$ cat config.mk
export PLATFORM = sky130hd
export DESIGN_NAME = vga_sig_gen_param
export DESIGN_NICKNAME = d
export VERILOG_FILES = /design/src/rtl/vga_sig_gen_param.sv
export SDC_FILE = /design/constraint.sdc
export NUM_CORES = 1
export LEC_CHECK = 0
export CAP_MARGIN = 30
export CORE_UTILIZATION = 48
export CTS_CLUSTER_DIAMETER = 150
export CTS_CLUSTER_SIZE = 10
export DETAILED_ROUTE_END_ITERATION = 6
export GPL_ROUTABILITY_DRIVEN = 0
export PLACE_DENSITY_LB_ADDON = 0.2
export SETUP_SLACK_MARGIN = 0.15
export SKIP_LAST_GASP = 1
export SYNTH_ARGS = -nofsm -noshare
export SYNTH_HDL_FRONTEND = slang
export SYNTH_SLANG_ARGS = --single-unit
$ cat constraint.sdc
create_clock -name CLK -period 1.81 [get_ports CLK]
set_clock_uncertainty 0.1 [all_clocks]
set_input_delay 0.181 -clock CLK [delete_from_list [all_inputs] [get_ports CLK]]
set_output_delay 0.181 -clock CLK [all_outputs]
set_load 0.1 [all_outputs]
$ cat src/rtl/vga_sig_gen_param.sv
`timescale 1ns/1ps
// -----------------------------------------------------------------------------
// vga_sig_gen_param
//   Parametrised VGA timing and pixel generator. A divider derives a pixel
//   tick from CLK. Free-running H/V counters produce the sync pulses and a
//   down-scaled frame-buffer read address. The 1-bit frame-buffer data is
//   mapped onto a foreground/background colour pair. The pair is re-latched
//   only at the top of each frame, so a frame never tears. The sync and
//   visible qualifiers are delayed to match the frame-buffer read latency.
//   This keeps sync and colour aligned with the returned pixel data.
//
// Ports
//   CLK             in   system clock
//   RESETN          in   asynchronous active-low reset
//   EN              in   1 = generate video, 0 = hold reset state (synchronous)
//   CONFIG_COLOURS  in   {foreground, background} colour pair
//   DPR_CLK         out  pixel-rate clock for the frame-buffer read port
//   VGA_ADDR        out  {row, col} frame-buffer read address
//   VGA_DATA        in   frame-buffer pixel bit (1 = foreground)
//   VGA_HS          out  horizontal sync, active level HS_POL
//   VGA_VS          out  vertical sync, active level VS_POL
//   VGA_COLOUR      out  pixel colour, 0 while blanking
//   FRAME_START     out  one-CLK pulse on the tick where H=0,V=0
// -----------------------------------------------------------------------------
module vga_sig_gen_param #(
  parameter int CLK_DIV    = 4,
  parameter int H_VISIBLE  = 640,
  parameter int H_FP       = 16,
  parameter int H_SYNC     = 96,
  parameter int H_BP       = 48,
  parameter int V_VISIBLE  = 480,
  parameter int V_FP       = 10,
  parameter int V_SYNC     = 2,
  parameter int V_BP       = 33,
  parameter int HS_POL     = 0,
  parameter int VS_POL     = 0,
  parameter int ADDR_SCALE = 2,
  parameter int ADDR_X_W   = 8,
  parameter int ADDR_Y_W   = 7,
  parameter int DATA_LAT   = 1,
  parameter int COLOUR_W   = 8
) (
  input  logic                         CLK,
  input  logic                         RESETN,
  input  logic                         EN,
  input  logic [2*COLOUR_W-1:0]        CONFIG_COLOURS,
  output logic                         DPR_CLK,
  output logic [ADDR_Y_W+ADDR_X_W-1:0] VGA_ADDR,
  input  logic                         VGA_DATA,
  output logic                         VGA_HS,
  output logic                         VGA_VS,
  output logic [COLOUR_W-1:0]          VGA_COLOUR,
  output logic                         FRAME_START
);

  localparam int HT = H_VISIBLE + H_FP + H_SYNC + H_BP;
  localparam int VT = V_VISIBLE + V_FP + V_SYNC + V_BP;

  // +1 so that the sync-end bound (which may equal HT/VT) also fits.
  localparam int H_CNT_W = $clog2(HT + 1);
  localparam int V_CNT_W = $clog2(VT + 1);

  // Counters are widened if needed so the address slice is always in range.
  localparam int H_W = (H_CNT_W > ADDR_SCALE + ADDR_X_W) ? H_CNT_W : ADDR_SCALE + ADDR_X_W;
  localparam int V_W = (V_CNT_W > ADDR_SCALE + ADDR_Y_W) ? V_CNT_W : ADDR_SCALE + ADDR_Y_W;
  localparam int DIV_W = $clog2(CLK_DIV);

  localparam logic [DIV_W-1:0] DIV_LAST = DIV_W'(CLK_DIV - 1);
  localparam logic [DIV_W-1:0] DIV_HALF = DIV_W'(CLK_DIV / 2);

  localparam logic [H_W-1:0] H_LAST    = H_W'(HT - 1);
  localparam logic [H_W-1:0] H_VIS_END = H_W'(H_VISIBLE);
  localparam logic [H_W-1:0] H_SYNC_LO = H_W'(H_VISIBLE + H_FP);
  localparam logic [H_W-1:0] H_SYNC_HI = H_W'(H_VISIBLE + H_FP + H_SYNC);

  localparam logic [V_W-1:0] V_LAST    = V_W'(VT - 1);
  localparam logic [V_W-1:0] V_VIS_END = V_W'(V_VISIBLE);
  localparam logic [V_W-1:0] V_SYNC_LO = V_W'(V_VISIBLE + V_FP);
  localparam logic [V_W-1:0] V_SYNC_HI = V_W'(V_VISIBLE + V_FP + V_SYNC);

  localparam logic HS_ACT = (HS_POL != 0);
  localparam logic VS_ACT = (VS_POL != 0);

  // ---------------------------------------------------------------------------
  // Pixel-tick divider
  // ---------------------------------------------------------------------------
  logic [DIV_W-1:0] div_q;
  logic [DIV_W-1:0] div_nxt;
  logic             tick;

  assign tick    = EN && (div_q == DIV_LAST);
  assign div_nxt = tick ? '0 : div_q + DIV_W'(1);

  // DPR_CLK is registered from the next divider value rather than decoded
  // from div_q afterwards. It therefore equals (div >= CLK_DIV/2) without
  // any decode glitch reaching the frame-buffer clock pin.
  always_ff @(posedge CLK or negedge RESETN) begin
    if (!RESETN) begin
      div_q   <= '0;
      DPR_CLK <= 1'b0;
    end else if (!EN) begin
      div_q   <= '0;
      DPR_CLK <= 1'b0;
    end else begin
      div_q   <= div_nxt;
      DPR_CLK <= (div_nxt >= DIV_HALF);
    end
  end

  // ---------------------------------------------------------------------------
  // Timing counters
  // ---------------------------------------------------------------------------
  logic [H_W-1:0] h_q;
  logic [V_W-1:0] v_q;
  logic           h_wrap;
  logic           v_wrap;
  logic           frame_pos;

  assign h_wrap    = (h_q == H_LAST);
  assign v_wrap    = (v_q == V_LAST);
  assign frame_pos = (h_q == '0) && (v_q == '0);

  always_ff @(posedge CLK or negedge RESETN) begin
    if (!RESETN) begin
      h_q <= '0;
      v_q <= '0;
    end else if (!EN) begin
      h_q <= '0;
      v_q <= '0;
    end else if (tick) begin
      h_q <= h_wrap ? '0 : h_q + H_W'(1);
      if (h_wrap) begin
        v_q <= v_wrap ? '0 : v_q + V_W'(1);
      end
    end
  end

  // ---------------------------------------------------------------------------
  // Raw qualifiers for the current counter position
  // ---------------------------------------------------------------------------
  logic vis_raw;
  logic hs_raw;
  logic vs_raw;

  assign vis_raw = (h_q < H_VIS_END) && (v_q < V_VIS_END);
  assign hs_raw  = (h_q >= H_SYNC_LO) && (h_q < H_SYNC_HI);
  assign vs_raw  = (v_q >= V_SYNC_LO) && (v_q < V_SYNC_HI);

  // ---------------------------------------------------------------------------
  // Latency delay line: qualifiers travel DATA_LAT ticks so that they meet the
  // VGA_DATA returned for the address issued on the same tick.
  // ---------------------------------------------------------------------------
  logic vis_d;
  logic hs_d;
  logic vs_d;

  if (DATA_LAT == 0) begin : g_no_lat
    assign vis_d = vis_raw;
    assign hs_d  = hs_raw;
    assign vs_d  = vs_raw;
  end else begin : g_lat
    // Each stage holds {vis, hs, vs}.
    logic [2:0] qual_sr [DATA_LAT];

    always_ff @(posedge CLK or negedge RESETN) begin
      if (!RESETN) begin
        for (int i = 0; i < DATA_LAT; i++) qual_sr[i] <= 3'b000;
      end else if (!EN) begin
        for (int i = 0; i < DATA_LAT; i++) qual_sr[i] <= 3'b000;
      end else if (tick) begin
        qual_sr[0] <= {vis_raw, hs_raw, vs_raw};
        for (int i = 1; i < DATA_LAT; i++) qual_sr[i] <= qual_sr[i-1];
      end
    end

    assign {vis_d, hs_d, vs_d} = qual_sr[DATA_LAT-1];
  end

  // ---------------------------------------------------------------------------
  // Colour pair latch
  //   This latch has no asynchronous reset because it must follow
  //   CONFIG_COLOURS while the block is idle. An asynchronous load of a data
  //   value is not a clean construct. Each frame begins with a reload on the
  //   H=0,V=0 tick, so the value that reaches the screen is always well defined.
  // ---------------------------------------------------------------------------
  logic [COLOUR_W-1:0] fg_q;
  logic [COLOUR_W-1:0] bg_q;

  always_ff @(posedge CLK) begin
    if (!RESETN || !EN || (tick && frame_pos)) begin
      {fg_q, bg_q} <= CONFIG_COLOURS;
    end
  end

  // ---------------------------------------------------------------------------
  // Output registers. All of them update only on tick edges, apart from the
  // reset/disable state.
  // ---------------------------------------------------------------------------
  always_ff @(posedge CLK or negedge RESETN) begin
    if (!RESETN) begin
      VGA_ADDR    <= '0;
      VGA_COLOUR  <= '0;
      VGA_HS      <= ~HS_ACT;
      VGA_VS      <= ~VS_ACT;
      FRAME_START <= 1'b0;
    end else if (!EN) begin
      VGA_ADDR    <= '0;
      VGA_COLOUR  <= '0;
      VGA_HS      <= ~HS_ACT;
      VGA_VS      <= ~VS_ACT;
      FRAME_START <= 1'b0;
    end else begin
      // Ticks are at least two CLKs apart, so this is a single-CLK pulse.
      FRAME_START <= tick && frame_pos;
      if (tick) begin
        // The address is also produced in blanking. The truncated bits there
        // select don't-care data.
        VGA_ADDR   <= {v_q[ADDR_SCALE +: ADDR_Y_W], h_q[ADDR_SCALE +: ADDR_X_W]};
        VGA_COLOUR <= vis_d ? (VGA_DATA ? fg_q : bg_q) : '0;
        VGA_HS     <= hs_d ? HS_ACT : ~HS_ACT;
        VGA_VS     <= vs_d ? VS_ACT : ~VS_ACT;
      end
    end
  end

endmodule
==> Word-level counts from Yosys, hierarchy flattened <==
Cells that the tools add are included.
{ "word_totals": {"inputBits": 20, "register_bits": 68, "out_inout_bits": 27, "wordCells": 65} }
{ "op_classes": {"n_eq_ne": 5, "n_reduce_logical": 13, "order_cmp": 7, "n_mux": 25, "addsub": 3} }
{ "op_table": {"columns": ["op", "n"], "rows": [
  ["10-bit 2-to-1 mux", 7],
  ["8-bit 2-to-1 mux", 4],
  ["15-bit 2-to-1 mux", 2],
  ["10-bit by 1-bit adder with 10-bit output, second input constant", 2],
  ["10-bit equality test, second input constant", 2],
  ["10-bit zero test", 2],
  ["10-bit < comparator, second input constant", 2],
  ["10-bit by 9-bit < comparator with 1-bit output, second input constant", 2],
  ["10-bit greater-or-equal comparator, second input constant", 1],
  ["10-bit by 9-bit greater-or-equal comparator with 1-bit output, second input constant", 1],
  ["1-bit 2-to-1 mux", 8],
  ["1-bit logical AND", 6],
  ["3-bit 2-to-1 mux", 2],
  ["2-bit 2-to-1 mux", 2],
  ["2-bit by 1-bit != test with 1-bit output, second input constant", 2],
  ["2-bit by 1-bit adder with 2-bit output, second input constant", 1],
  ["2-bit equality test, second input constant", 1],
  ["2-bit greater-or-equal comparator, second input constant", 1],
  ["1-bit zero test", 2],
  ["1-bit logical OR", 2],
  ["2-bit AND reduction", 1]
]} }

==> Longest topological paths before layout <==
{ "depth": {"word_depth": 5, "depth_mapped": 7, "mapped_depth_nobuf": 6} }

==> Worst setup path before layout <==
No wires, ideal clock.
{ "synth_timing": {"path_type": "flip-flop to flip-flop", "start": "reg div_q[0]", "end": "reg bg_q[0] (enable)", "setup_slack_ps": -154, "arrival_time_ps": 1488, "path_stages_with_launch": 7, "n_path_buf": 1, "period_less_slack_ps": 1964, "path_cell_list": "dfrtp_1 ha_1 buf_2 nor4b_1 nand2_1 nor3_1 nand3b_1"} }
{ "synth_via": {"elab_chain_len": 4} }
{ "synth_lines": {"columns": ["element", "line", "text"], "rows": [
  ["from (decl)", "87", "logic [DIV_W-1:0] div_q;"],
  ["from (signal assigned)", "105", "div_q <= div_nxt;"],
  ["2-bit equality test", "91", "assign tick = EN && (div_q == DIV_LAST);"],
  ["1-bit logical AND", "91", null],
  ["1-bit logical AND", "190", "if (!RESETN || !EN || (tick && frame_pos)) begin"],
  ["1-bit logical OR", "190", null],
  ["to (signal assigned)", "191", "{fg_q, bg_q} <= CONFIG_COLOURS;"],
  ["to (decl)", "187", "logic [COLOUR_W-1:0] bg_q;"]
]} }
Every way passes these cells.
A chain may end at the register's enable or synchronous reset.

==> Worst setup path in the final report <==
{ "layout_timing": {"start": "reg div_q[0]", "end": "reg fg_q[3] (enable)"} }
{ "layout_via": {"elab_chain_len": 4} }
{ "layout_lines": {"columns": ["element", "line", "text"], "rows": [
  ["2-bit equality test", "91", null],
  ["1-bit logical AND", "91", null],
  ["1-bit logical AND", "190", null],
  ["1-bit logical OR", "190", null],
  ["to (signal assigned)", "191", null],
  ["to (decl)", "186", "logic [COLOUR_W-1:0] fg_q;"]
]} }
Every way passes these cells.

==> impl_metrics.csv <==
group,metric,value,unit
synth,netlist_instances,278,
die,dieArea,6822,um2
synth,synthTopCellsByArea,"dfrtp_1 40%, edfxtp_1 15%, mux2i_1 8.0%, nand2_1 4.0%, nor2_1 3.3%",
synth,netlist-cell-type-count,50,
cells_and_area,area_growth,51.16,%
setup_path,setup.worst_path.class,"reg2reg",
power_and_ir_drop,leakagePower,2.016,nW
grt,grt_pass1_wl,11830,um
synth,synthArstFlopShare,76.47,%
setup_path,cp_top_family,"simple AND/OR/NAND/NOR gates",
clock_network,numCtsBuffers,9,
status,status,"finished, violations left",
route,vias,2612,
cells_and_area,final.fill_count,362,
synth,seq_area_frac_synth,57.22,%
sta,fin_ws,-0.1004,ns
flow_run,cap_violations,0,
sta,finalCritPeriodShare,105.5,%
cells_and_area,num-nets-final,399,
route,routedWlPerCell,18.14,um
die,num_rows,28,
placed_design,place_inst,414,
synth,syn_area,3118,um2
synth,ys_warn_count,0,
clock_network,clock_path_buffers,2,
route,routed_via_density,5.753,
cells_and_area,final_common_cell,"buf_4",
clock_network,cts_tree,"yes",
placed_design,dp_hpwl,4664,um
die,die_w,82.60,um
power_and_ir_drop,peakVddDrop,0.7544,mV
placed_design,place_ws,-0.05272,ns
sta,setup_violations,18,
synth,synth-edff-count,16,
route,drtAntennaViolNets,0,
synth,synth_seq_cells,68,
route,drtIter0Drc,107,
die,io_pins,47,
grt,grt_usage,24.40,%
route,drc,0,
synth,syn_avg_cell_area,11.22,um2
sta,fin_hold_ws,0.2791,ns
clock_network,cts_root_buf,"clkbuf_8",
worst_hold_path,worstHoldPathType,"in2reg",
placed_design,port_buffers,46,
synth,synthFlopType,"dfrtp_1",
synth,yosysTopAreaCellShare,40.13,%
setup_path,end_kind,"flop",
die,start_util,51.15,%
grt,grt_max_degree,53,
clock_network,cts_sinks,68,
setup_path,r2r_slack,-0.10,ns
setup_path,crit_buf_inv,2,
clock_network,clk_pin_slew_worst_paths,0.08,ns
power_and_ir_drop,totalPowerFinal,3.314,mW
sta,worst_pin_slew,0.6709,ns
grt,grt.overflow.total,0,
synth,yosys.area.top_type,"dfrtp_1",
setup_path,start_kind,"flop",
sta,drv_slew,0,
route,first_pass_iters,4,
grt,grt_pass1_vias,2439,
power_and_ir_drop,power.density,703.2,nW/um2
cells_and_area,layoutNonFillerInstCount,454,
status,violations,"negative setup slack",
setup_path,cp.required,1.78,ns
grt,antenna_found_initial,0,
cells_and_area,layout_common_cells,"52 x buf_4, 49 x dfrtp_1, 27 x nor2_1, 25 x mux2i_1, 23 x nand2_1",
route,drt_wl_total,8236,um
setup_path,crit_chain,"ha_4 > nor4b_4 > nand2_1 > nor3_2 > nand3b_1 > buf_6 > buf_12",
clock_network,clk_latency,0.35,ns
setup_path,path_max_fanout,8,
cells_and_area,drive_gt1_share,39.31,%
sta,max-slew-margin-rel,55.27,%
cells_and_area,final_util,77.32,%
synth,syn_nets,303,
setup_path,arrival,1.88,ns
sta,min_period,1.910,ns
setup_path,max_stage_delay,0.39,ns
setup_path,crit_slowest_cell,"dfrtp_1",
sta,hold_viol,0,
sta,max_freq,523.4,MHz
cells_and_area,n_antenna_cell,0,
sta,rsz0062_at_grt,"true",
clock_network,cts_max_level,3,
die,coreArea,6096,um2
die,die_h,82.60,um
==> area by class of cell <==
| cell class | instances | area [um2] | share of cell area [%] |
|---|---|---|---|
| timing repair buffer | 101 | 1099 | 23.31 |
| multi-input combinational | 189 | 1511 | 32.07 |
| sequential | 68 | 1785 | 37.88 |
| clock inverter | 7 | 81.33 | 1.726 |
| tap | 75 | 93.84 | 1.991 |
| inverter | 5 | 18.77 | 0.3982 |
| clock buffer | 9 | 123.9 | 2.628 |
==> metrics by stage <==
stage / setup TNS (ns) / cell area (um2)
floorplan: -1.523 / 3161
global route: -3.483 / 4713
global placement: -0.1070 / 3978
detailed placement: -0.8346 / 3978
CTS: 0 / 4431
finish: -1.629 / 4713
==> path summary, 6_finish.rpt <==
kind | from | endpoint | depth (start not counted)
max | div_q[0] | fg_q[3] | 7
min | CONFIG_COLOURS[6] | bg_q[6] | 1
max reg2reg | div_q[0] | fg_q[3] | 7
min reg2reg | div_q[0] | div_q[0] | 1
max in group asynchronous | RESETN | v_q[6] | 3
min in group asynchronous | RESETN | VGA_ADDR[5] | 3
==> sequential cells by signal (all words and copies together), names as in the netlist <==
register / cells
fg_q: 8
div_q: 2
h_q: 10
g_lat.qual_sr: 3
VGA_HS: 1
FRAME_START: 1
VGA_ADDR: 15
VGA_VS: 1
VGA_COLOUR: 8
DPR_CLK: 1
bg_q: 8
v_q: 10
==> per-layer routing <==
metal | vias up | part of all wire (%) | global-route usage [%]
met5 | - | 0 | 0
met2 | 112 | 51 | 39.17
met3 | 32 | 5.6 | 6.264
li1 | 1191 | - | -
met1 | 1277 | 40 | 29.80
met4 | 0 | 4.0 | 13.97
==> report_power, final <==
group / switching (mW) / total [mW] / leakage (nW) / internal, mW
registers: 0.0187 / 1.63 / 0.877 / 1.61
clock network: 0.656 / 1.31 / 0.101 / 0.658
logic: 0.195 / 0.369 / 1.04 / 0.174
==> cell usage after synthesis, types with 5 or more instances <==
master and count:
buf_2 9, dfrtp_1 50, edfxtp_1 16, ha_1 5, inv_1 5, mux2i_1 25, nand2_1 33, nand3_1 8
nand4_1 6, nor2_1 27, nor3_1 7, o21ai_0 13
==> worst register-to-register path: cells and delay by family, from the launching register on <==
family | cells | cell delay [ns]
flops | 1 | 0.39
buf+inv | 2 | 0.26
simple gates | 4 | 0.71
fa+ha+maj | 1 | 0.17
==> timing repair <==
item	4_1_cts	5_1_grt
pin swaps	4	17
resized for setup	21	48
hold endpoints to repair	50	0
gates cloned	2	2
hold buffers	1	0
setup buffers	13	6
endpoints found under the setup margin	26	44
==> cells by family (layout without fill, tap and decap cells) <==
group / Yosys count / in the layout / share of synthesized area (%)
mux: 25 / 25 / 8.026
compound gates: 31 / 31 / 6.782
fa+ha+maj: 5 / 5 / 2.006
buf+inv: 22 / 122 / 3.371
simple gates: 120 / 121 / 20.63
xor+xnor: 7 / 7 / 1.966
flops: 68 / 68 / 57.22
(Power assumes the default switching activity.)
